[src/rtl/p405s_exe_gpr_scb_if.sv]
//==============================================================================
// Module   : p405s_exe_gpr_scb_if
// Purpose  : Issue-side bundle of the execute-stage GPR file: read ports,
//            L/R write ports, load-issue hook and scoreboard status.
// Revision : 1.0 - initial release
//==============================================================================
`default_nettype none

interface p405s_exe_gpr_scb_if #(
    parameter int DW     = 32,
    parameter int DEPTH  = 32,
    parameter int AW     = 5,
    parameter int NUM_RD = 3
);
    logic [NUM_RD*AW-1:0] RdAddr;
    logic [NUM_RD*DW-1:0] RdData;
    logic [NUM_RD-1:0]    RdBusy;
    logic [AW-1:0]        LpAddr;
    logic                 LpWE;
    logic [DW-1:0]        lPort;
    logic [AW-1:0]        RpAddr;
    logic                 RpWE;
    logic [DW-1:0]        rPort;
    logic                 IssueLd;
    logic [AW-1:0]        IssueAddr;
    logic                 WrCollide;
    logic [DEPTH-1:0]     BusyVec;

    modport master (
        output RdAddr, LpAddr, LpWE, lPort, RpAddr, RpWE, rPort, IssueLd, IssueAddr,
        input  RdData, RdBusy, WrCollide, BusyVec
    );

    modport slave (
        input  RdAddr, LpAddr, LpWE, lPort, RpAddr, RpWE, rPort, IssueLd, IssueAddr,
        output RdData, RdBusy, WrCollide, BusyVec
    );
endinterface

`default_nettype wire

[src/rtl/p405s_exe_gpr_scb.sv]
//==============================================================================
// Module   : p405s_exe_gpr_scb
// Purpose  : Parametrised GPR file with two write ports, write-through read
//            bypass and a per-register outstanding-load scoreboard.
// Revision : 1.0 - initial release
//==============================================================================
`default_nettype none

module p405s_exe_gpr_scb #(
    parameter int            DW      = 32,
    parameter int            DEPTH   = 32,
    parameter int            AW      = 5,
    parameter int            NUM_RD  = 3,
    parameter logic [DW-1:0] RST_VAL = '0
) (
    input  logic               SysClk,
    input  logic               SysReset,
    p405s_exe_gpr_scb_if.slave gpr
);

    if ((DEPTH != (1 << AW)) || (DEPTH < 2) || (DEPTH > 64) ||
        (NUM_RD < 1) || (NUM_RD > 4)) begin : g_bad_param
        $error("p405s_exe_gpr_scb: illegal DEPTH/AW/NUM_RD combination");
    end

    logic [DW-1:0]        w_regs [DEPTH];
    logic [DEPTH-1:0]     busy_q;
    logic [DEPTH-1:0]     busy_d;
    logic                 collide_q;
    logic                 collide_d;
    logic [NUM_RD*DW-1:0] w_rd_data;
    logic [NUM_RD-1:0]    w_rd_busy;

    //--------------------------------------------------------------------------
    // Register storage and scoreboard next-state, one slice per register
    //--------------------------------------------------------------------------
    for (genvar n = 0; n < DEPTH; n++) begin : g_reg
        localparam logic [AW-1:0] C_IDX = AW'(n);

        logic [DW-1:0] data_q;
        logic [DW-1:0] data_d;
        logic          w_lhit;
        logic          w_rhit;
        logic          w_set;

        assign w_lhit = gpr.LpWE    && (gpr.LpAddr    == C_IDX);
        assign w_rhit = gpr.RpWE    && (gpr.RpAddr    == C_IDX);
        assign w_set  = gpr.IssueLd && (gpr.IssueAddr == C_IDX);

        // R beats L on a shared target so the stored value matches the bypass
        always_comb begin
            data_d = data_q;
            if (w_rhit) begin
                data_d = gpr.rPort;
            end else if (w_lhit) begin
                data_d = gpr.lPort;
            end
        end

        always_ff @(posedge SysClk or posedge SysReset) begin
            if (SysReset) begin
                data_q <= RST_VAL;
            end else begin
                data_q <= data_d;
            end
        end

        assign w_regs[n] = data_q;
        // A newly issued load replaces the one returning in the same cycle
        assign busy_d[n] = w_set | (busy_q[n] & ~w_lhit);
    end

    assign collide_d = gpr.LpWE && gpr.RpWE && (gpr.LpAddr == gpr.RpAddr);

    always_ff @(posedge SysClk or posedge SysReset) begin
        if (SysReset) begin
            busy_q    <= '0;
            collide_q <= 1'b0;
        end else begin
            busy_q    <= busy_d;
            collide_q <= collide_d;
        end
    end

    //--------------------------------------------------------------------------
    // Combinational read ports with write-through bypass
    //--------------------------------------------------------------------------
    for (genvar i = 0; i < NUM_RD; i++) begin : g_rd
        logic [AW-1:0] w_addr;
        logic          w_rbyp;
        logic          w_lbyp;

        assign w_addr = gpr.RdAddr[i*AW +: AW];
        // Bypass is suppressed during reset so reads show the cleared file
        assign w_rbyp = ~SysReset && gpr.RpWE && (gpr.RpAddr == w_addr);
        assign w_lbyp = ~SysReset && gpr.LpWE && (gpr.LpAddr == w_addr);

        assign w_rd_data[i*DW +: DW] = w_rbyp ? gpr.rPort :
                                       w_lbyp ? gpr.lPort : w_regs[w_addr];
        assign w_rd_busy[i]          = busy_q[w_addr] & ~w_lbyp;
    end

    assign gpr.RdData    = w_rd_data;
    assign gpr.RdBusy    = w_rd_busy;
    assign gpr.BusyVec   = busy_q;
    assign gpr.WrCollide = collide_q;

endmodule

`default_nettype wire

[src/flat_wrapper.sv]
// flat-port wrapper written by rule: the top's interface ports become plain ports
module p405s_exe_gpr_scb_flat 
#(
    parameter int            DW      = 32,
    parameter int            DEPTH   = 32,
    parameter int            AW      = 5,
    parameter int            NUM_RD  = 3,
    parameter logic [DW-1:0] RST_VAL = '0
)
  (SysClk, SysReset, gpr_RdAddr, gpr_LpAddr, gpr_LpWE, gpr_lPort, gpr_RpAddr, gpr_RpWE, gpr_rPort, gpr_IssueLd, gpr_IssueAddr, gpr_RdData, gpr_RdBusy, gpr_WrCollide, gpr_BusyVec);
  p405s_exe_gpr_scb_if #(.DW(DW), .DEPTH(DEPTH), .AW(AW), .NUM_RD(NUM_RD)) gpr_i ();
  input  logic SysClk;
  input  logic SysReset;
  input wire logic [$bits(gpr_i.RdAddr)-1:0] gpr_RdAddr;
  input wire logic [$bits(gpr_i.LpAddr)-1:0] gpr_LpAddr;
  input wire logic [$bits(gpr_i.LpWE)-1:0] gpr_LpWE;
  input wire logic [$bits(gpr_i.lPort)-1:0] gpr_lPort;
  input wire logic [$bits(gpr_i.RpAddr)-1:0] gpr_RpAddr;
  input wire logic [$bits(gpr_i.RpWE)-1:0] gpr_RpWE;
  input wire logic [$bits(gpr_i.rPort)-1:0] gpr_rPort;
  input wire logic [$bits(gpr_i.IssueLd)-1:0] gpr_IssueLd;
  input wire logic [$bits(gpr_i.IssueAddr)-1:0] gpr_IssueAddr;
  output wire logic [$bits(gpr_i.RdData)-1:0] gpr_RdData;
  output wire logic [$bits(gpr_i.RdBusy)-1:0] gpr_RdBusy;
  output wire logic [$bits(gpr_i.WrCollide)-1:0] gpr_WrCollide;
  output wire logic [$bits(gpr_i.BusyVec)-1:0] gpr_BusyVec;
  assign gpr_i.RdAddr = gpr_RdAddr;
  assign gpr_i.LpAddr = gpr_LpAddr;
  assign gpr_i.LpWE = gpr_LpWE;
  assign gpr_i.lPort = gpr_lPort;
  assign gpr_i.RpAddr = gpr_RpAddr;
  assign gpr_i.RpWE = gpr_RpWE;
  assign gpr_i.rPort = gpr_rPort;
  assign gpr_i.IssueLd = gpr_IssueLd;
  assign gpr_i.IssueAddr = gpr_IssueAddr;
  assign gpr_RdData = gpr_i.RdData;
  assign gpr_RdBusy = gpr_i.RdBusy;
  assign gpr_WrCollide = gpr_i.WrCollide;
  assign gpr_BusyVec = gpr_i.BusyVec;
  p405s_exe_gpr_scb #(.DW(DW), .DEPTH(DEPTH), .AW(AW), .NUM_RD(NUM_RD), .RST_VAL(RST_VAL)) u_core (.SysClk(SysClk), .SysReset(SysReset), .gpr(gpr_i));
endmodule
[config.mk]
export PLATFORM = sky130hd
export DESIGN_NAME = p405s_exe_gpr_scb_flat
export DESIGN_NICKNAME = d
export VERILOG_FILES = /design/src/rtl/p405s_exe_gpr_scb_if.sv /design/src/rtl/p405s_exe_gpr_scb.sv /design/src/flat_wrapper.sv
export SDC_FILE = /design/constraint.sdc
export NUM_CORES = 2
export LEC_CHECK = 0
export BUFFER_PORTS_ARGS = -buffer_cell sky130_fd_sc_hd__buf_4
export CAP_MARGIN = 30
export CORE_ASPECT_RATIO = 0.7
export CORE_UTILIZATION = 30
export DETAILED_ROUTE_END_ITERATION = 6
export SYNTH_ARGS = -nofsm -noshare
export SYNTH_HDL_FRONTEND = slang
export SYNTH_SLANG_ARGS = --single-unit
export TNS_END_PERCENT = 1
[constraint.sdc]
create_clock -name SysClk -period 41.8 [get_ports SysClk]
set_input_delay 4.18 -clock SysClk [delete_from_list [all_inputs] [get_ports SysClk]]
set_output_delay 4.18 -clock SysClk [all_outputs]
set_load 0.005 [all_outputs]
==> flow_metrics.py <==
metrics = {
    "status": {
        "failed_checks": "design-rule violations",
        "status": "finished, violations left",
    },
    "sta": {
        "setup_tns_ns": 0,
        "min_period_ns": 13.37,
        "fmaxAchievable_mhz": 74.78,
        "finalClockSkew_ns": 0,
        "hold_ws_ns": 0.5823,
        "rsz0062_at_grt": "no",
        "hold_viol": 0,
        "slew_violations": 0,
        "fin_crit_sh_pct": 31.99,
        "finalSetupViolCount": 0,
        "relSlewSlack_pct": 19.59,
        "fin_ws_ns": 28.43,
        "worst_pin_slew_ns": 1.206,
    },
    "synth": {
        "synth_top_area_share_pct": 34.12,
        "async_reset_ff_share_pct": 100.0,
        "synth_ff_type": "dfrtp_1",
        "seq_area_frac_synth_pct": 34.12,
        "synth_cell_type_count": 76,
        "synthCells": 7519,
        "ys_top_cells_by_area": "dfrtp_1 (34%), mux2i_1 (19%), mux4_2 (18%)",
        "syn_avg_cell_area_um2": 10.31,
        "syn_area_um2": 77530,
        "synth-seq-cells": 1057,
        "synth_edf_count": 0,
        "syn_nets": 7618,
        "yosysTopAreaCell": "dfrtp_1",
        "ys.warnings.count": 0,
    },
    "clock_network": {
        "clk_latency_ns": 0.75,
        "h-tree-depth": 3,
        "cts_max_path_buffers": 3,
        "cts_setup_buffers": 0,
        "clk_pin_slew_ns": 0.07,
        "cts_tree": "built",
        "post_cts_resized": 0,
        "hold_buffers": 0,
        "cts.sinks": 1057,
        "root_buffer": "clkbuf_16",
        "cts_buffers": 109,
    },
    "detailed_routing": {
        "firstDrtPassIters": 7,
        "vias": 71540,
        "ant_nets": 0,
        "wl_met1_um": 139200,
        "avgRoutedWirePerCell_um": 36.92,
        "drtIter0Drc": 14060,
        "wl_met2_um": 155000,
        "met3WireLength_um": 67780,
        "drt_wl_total_um": 394500,
        "viasPerCell": 6.696,
        "drc": 31,
        "top_layer_used": "met5",
    },
    "worst_setup_path": {
        "worst-r2r-setup-slack_ns": 40.89,
        "r2r_end": "u_core.g_reg[8].data_q[5]$_DFFE_PP0P_",
        "max_stage_delay_ns": 0.82,
        "crit_end": "gpr_RdData[41]",
        "critPathCaptureType": "output pin",
        "critPathLaunch": "gpr_RdAddr[5]",
        "crit_family": "buffers and inverters",
        "cpMaxStageDelayCell": "buf_4",
        "critical_path.max_fanout": 89,
        "criticalPathCategory": "input pin to output pin",
        "cp-start-kind": "input pin",
        "arrival_ns": 9.19,
        "r2r_cells": 2,
        "critPathRequiredTime_ns": 37.62,
        "crit_chain": "buf_8 -> buf_12 -> buf_4 -> buf_4 -> buf_12 -> mux4_2 -> and2_1 -> a211oi_1 -> a31oi_1 -> o22ai_1 -> o21ai_0 -> buf_4",
        "worst_path_most_repeated_cell": "buf_4",
        "path_depth": 12,
        "cp_num_buf_inv": 6,
        "r2r-start": "u_core.g_reg[8].data_q[5]$_DFFE_PP0P_",
    },
    "placed_design": {
        "hpwl_um": 232900,
        "dpl-instance-area_um2": 81500,
        "dpl.cell_count": 10420,
        "port_buffers": 230,
        "pre_cts_slack_ns": 28.49,
        "routabilityCongestion": 0.9503,
    },
    "grt": {
        "antenna_found_initial": 44,
        "grt_pass1_vias": 65960,
        "grt_start_max_net_pins": 166,
        "grt_overflow_total": 0,
        "grt_first_pass_wirelength_um": 539900,
        "gr-usage-all-layers_pct": 29.20,
    },
    "final_layout": {
        "area_growth_syn_to_layout_pct": 10.43,
        "fin_nets": 7264,
        "most-common-layout-cells": "mux2i_1 (1479), dfrtp_1 (1057), nor2_1 (820)",
        "layout_commonest_cell": "mux2i_1",
        "multi_input_area_um2": 47070,
        "instances_no_fill": 10680,
        "fill_cells": 25460,
        "design_area_um2": 85610,
        "seqCellArea_um2": 26450,
        "fin_util_pct": 33.44,
        "drive_above_1_share_pct": 19.13,
    },
    "floorplanning": {
        "die_w_um": 609.6,
        "die-area_um2": 260500,
        "io-pin-count": 231,
        "core_um2": 256000,
        "rows": 155,
        "floorplan.initialDensity_pct": 30.29,
        "chipHeight_um": 427.3,
    },
    "pwr": {
        "power_mw": 3.932,
        "vdd_drop_max_mv": 0.03466,
        "pwr_density_cell_nw_per_um2": 45.92,
        "p_leak_nw": 35.98,
    },
    "hold_path": {
        "hold_path.class": "register to register",
    },
    "job": {
        "cap_viol_max_count": 0,
    },
}
-- power by group --
group	total (mW)	switching, mW	internal, mW
clock network	1.07	0.482	0.588
logic	1.23	0.593	0.639
registers	1.63	0.332	1.30
-- worst min path at each step --
stage | start | endpoint | slack [ns] | cells past startpoint
CTS | u_core.gpr.BusyVec[17]$_DFF_PP0_ | u_core.gpr.BusyVec[17]$_DFF_PP0_ | 0.58 | 2
detailed placement | u_core.gpr.BusyVec[18]$_DFF_PP0_ | u_core.gpr.BusyVec[18]$_DFF_PP0_ | 0.56 | 2
global placement | u_core.gpr.BusyVec[17]$_DFF_PP0_ | u_core.gpr.BusyVec[17]$_DFF_PP0_ | 0.56 | 2
floorplan | u_core.gpr.BusyVec[18]$_DFF_PP0_ | u_core.gpr.BusyVec[18]$_DFF_PP0_ | 0.52 | 2
finish | u_core.gpr.BusyVec[17]$_DFF_PP0_ | u_core.gpr.BusyVec[17]$_DFF_PP0_ | 0.58 | 2
global route | u_core.gpr.BusyVec[17]$_DFF_PP0_ | u_core.gpr.BusyVec[17]$_DFF_PP0_ | 0.60 | 2
-- worst register-to-register path: stages, from the launching register on --
cell and delay (ns):
dfrtp_1 0.42, mux2i_1 0.18, o21ai_0 0.14
-- routing by layer --
| layer | track usage (%) | up-vias |
|---|---|---|
| li1 | - | 27400 |
| met1 | 35.50 | 35130 |
| met2 | 39.29 | 7147 |
| met3 | 15.41 | 1831 |
| met4 | 19.88 | 32 |
| met5 | 2.208 | - |
-- sequential cells by signal, indices dropped and copies added, names as in the netlist --
name and count:
u_core.gpr.BusyVec 32, u_core.gpr.WrCollide 1, u_core.g.data_q 1024
-- cells by family (layout without fill, tap and decap cells) --
group	Yosys count	after routing	synth area share [%]
xor+xnor	35	35	0.3954
simple gates	1612	1612	8.655
flops	1057	1057	34.12
buf+inv	943	680	5.945
compound gates	1741	1741	13.26
other cells	0	53	0
mux	2131	2131	37.63
-- Yosys cell counts (21+ instances only) --
cell	instances
mux4_2	603
buf_6	41
o21ai_0	424
xor2_1	24
o22ai_1	42
inv_1	22
nor2_1	839
mux2i_1	1479
clkbuf_1	545
buf_4	53
a21oi_1	815
buf_1	89
dfrtp_1	1057
nand2_1	475
a211oi_1	32
buf_2	158
a31oi_1	49
a221oi_1	105
mux2_2	33
nor3_1	21
nand3_1	113
a221o_1	56
nor2b_1	38
a22oi_1	88
nand2b_1	33
-- area by class of cell --
type | count | share of cell area, %
antenna | 53 | 0.1549
clock buffer | 158 | 3.800
clock inverter | 44 | 0.5407
inverter | 26 | 0.1242
multi-input combinational | 5519 | 54.98
sequential | 1057 | 30.89
tap | 3375 | 4.932
timing repair buffer | 452 | 4.571
(Power assumes the default switching activity.)
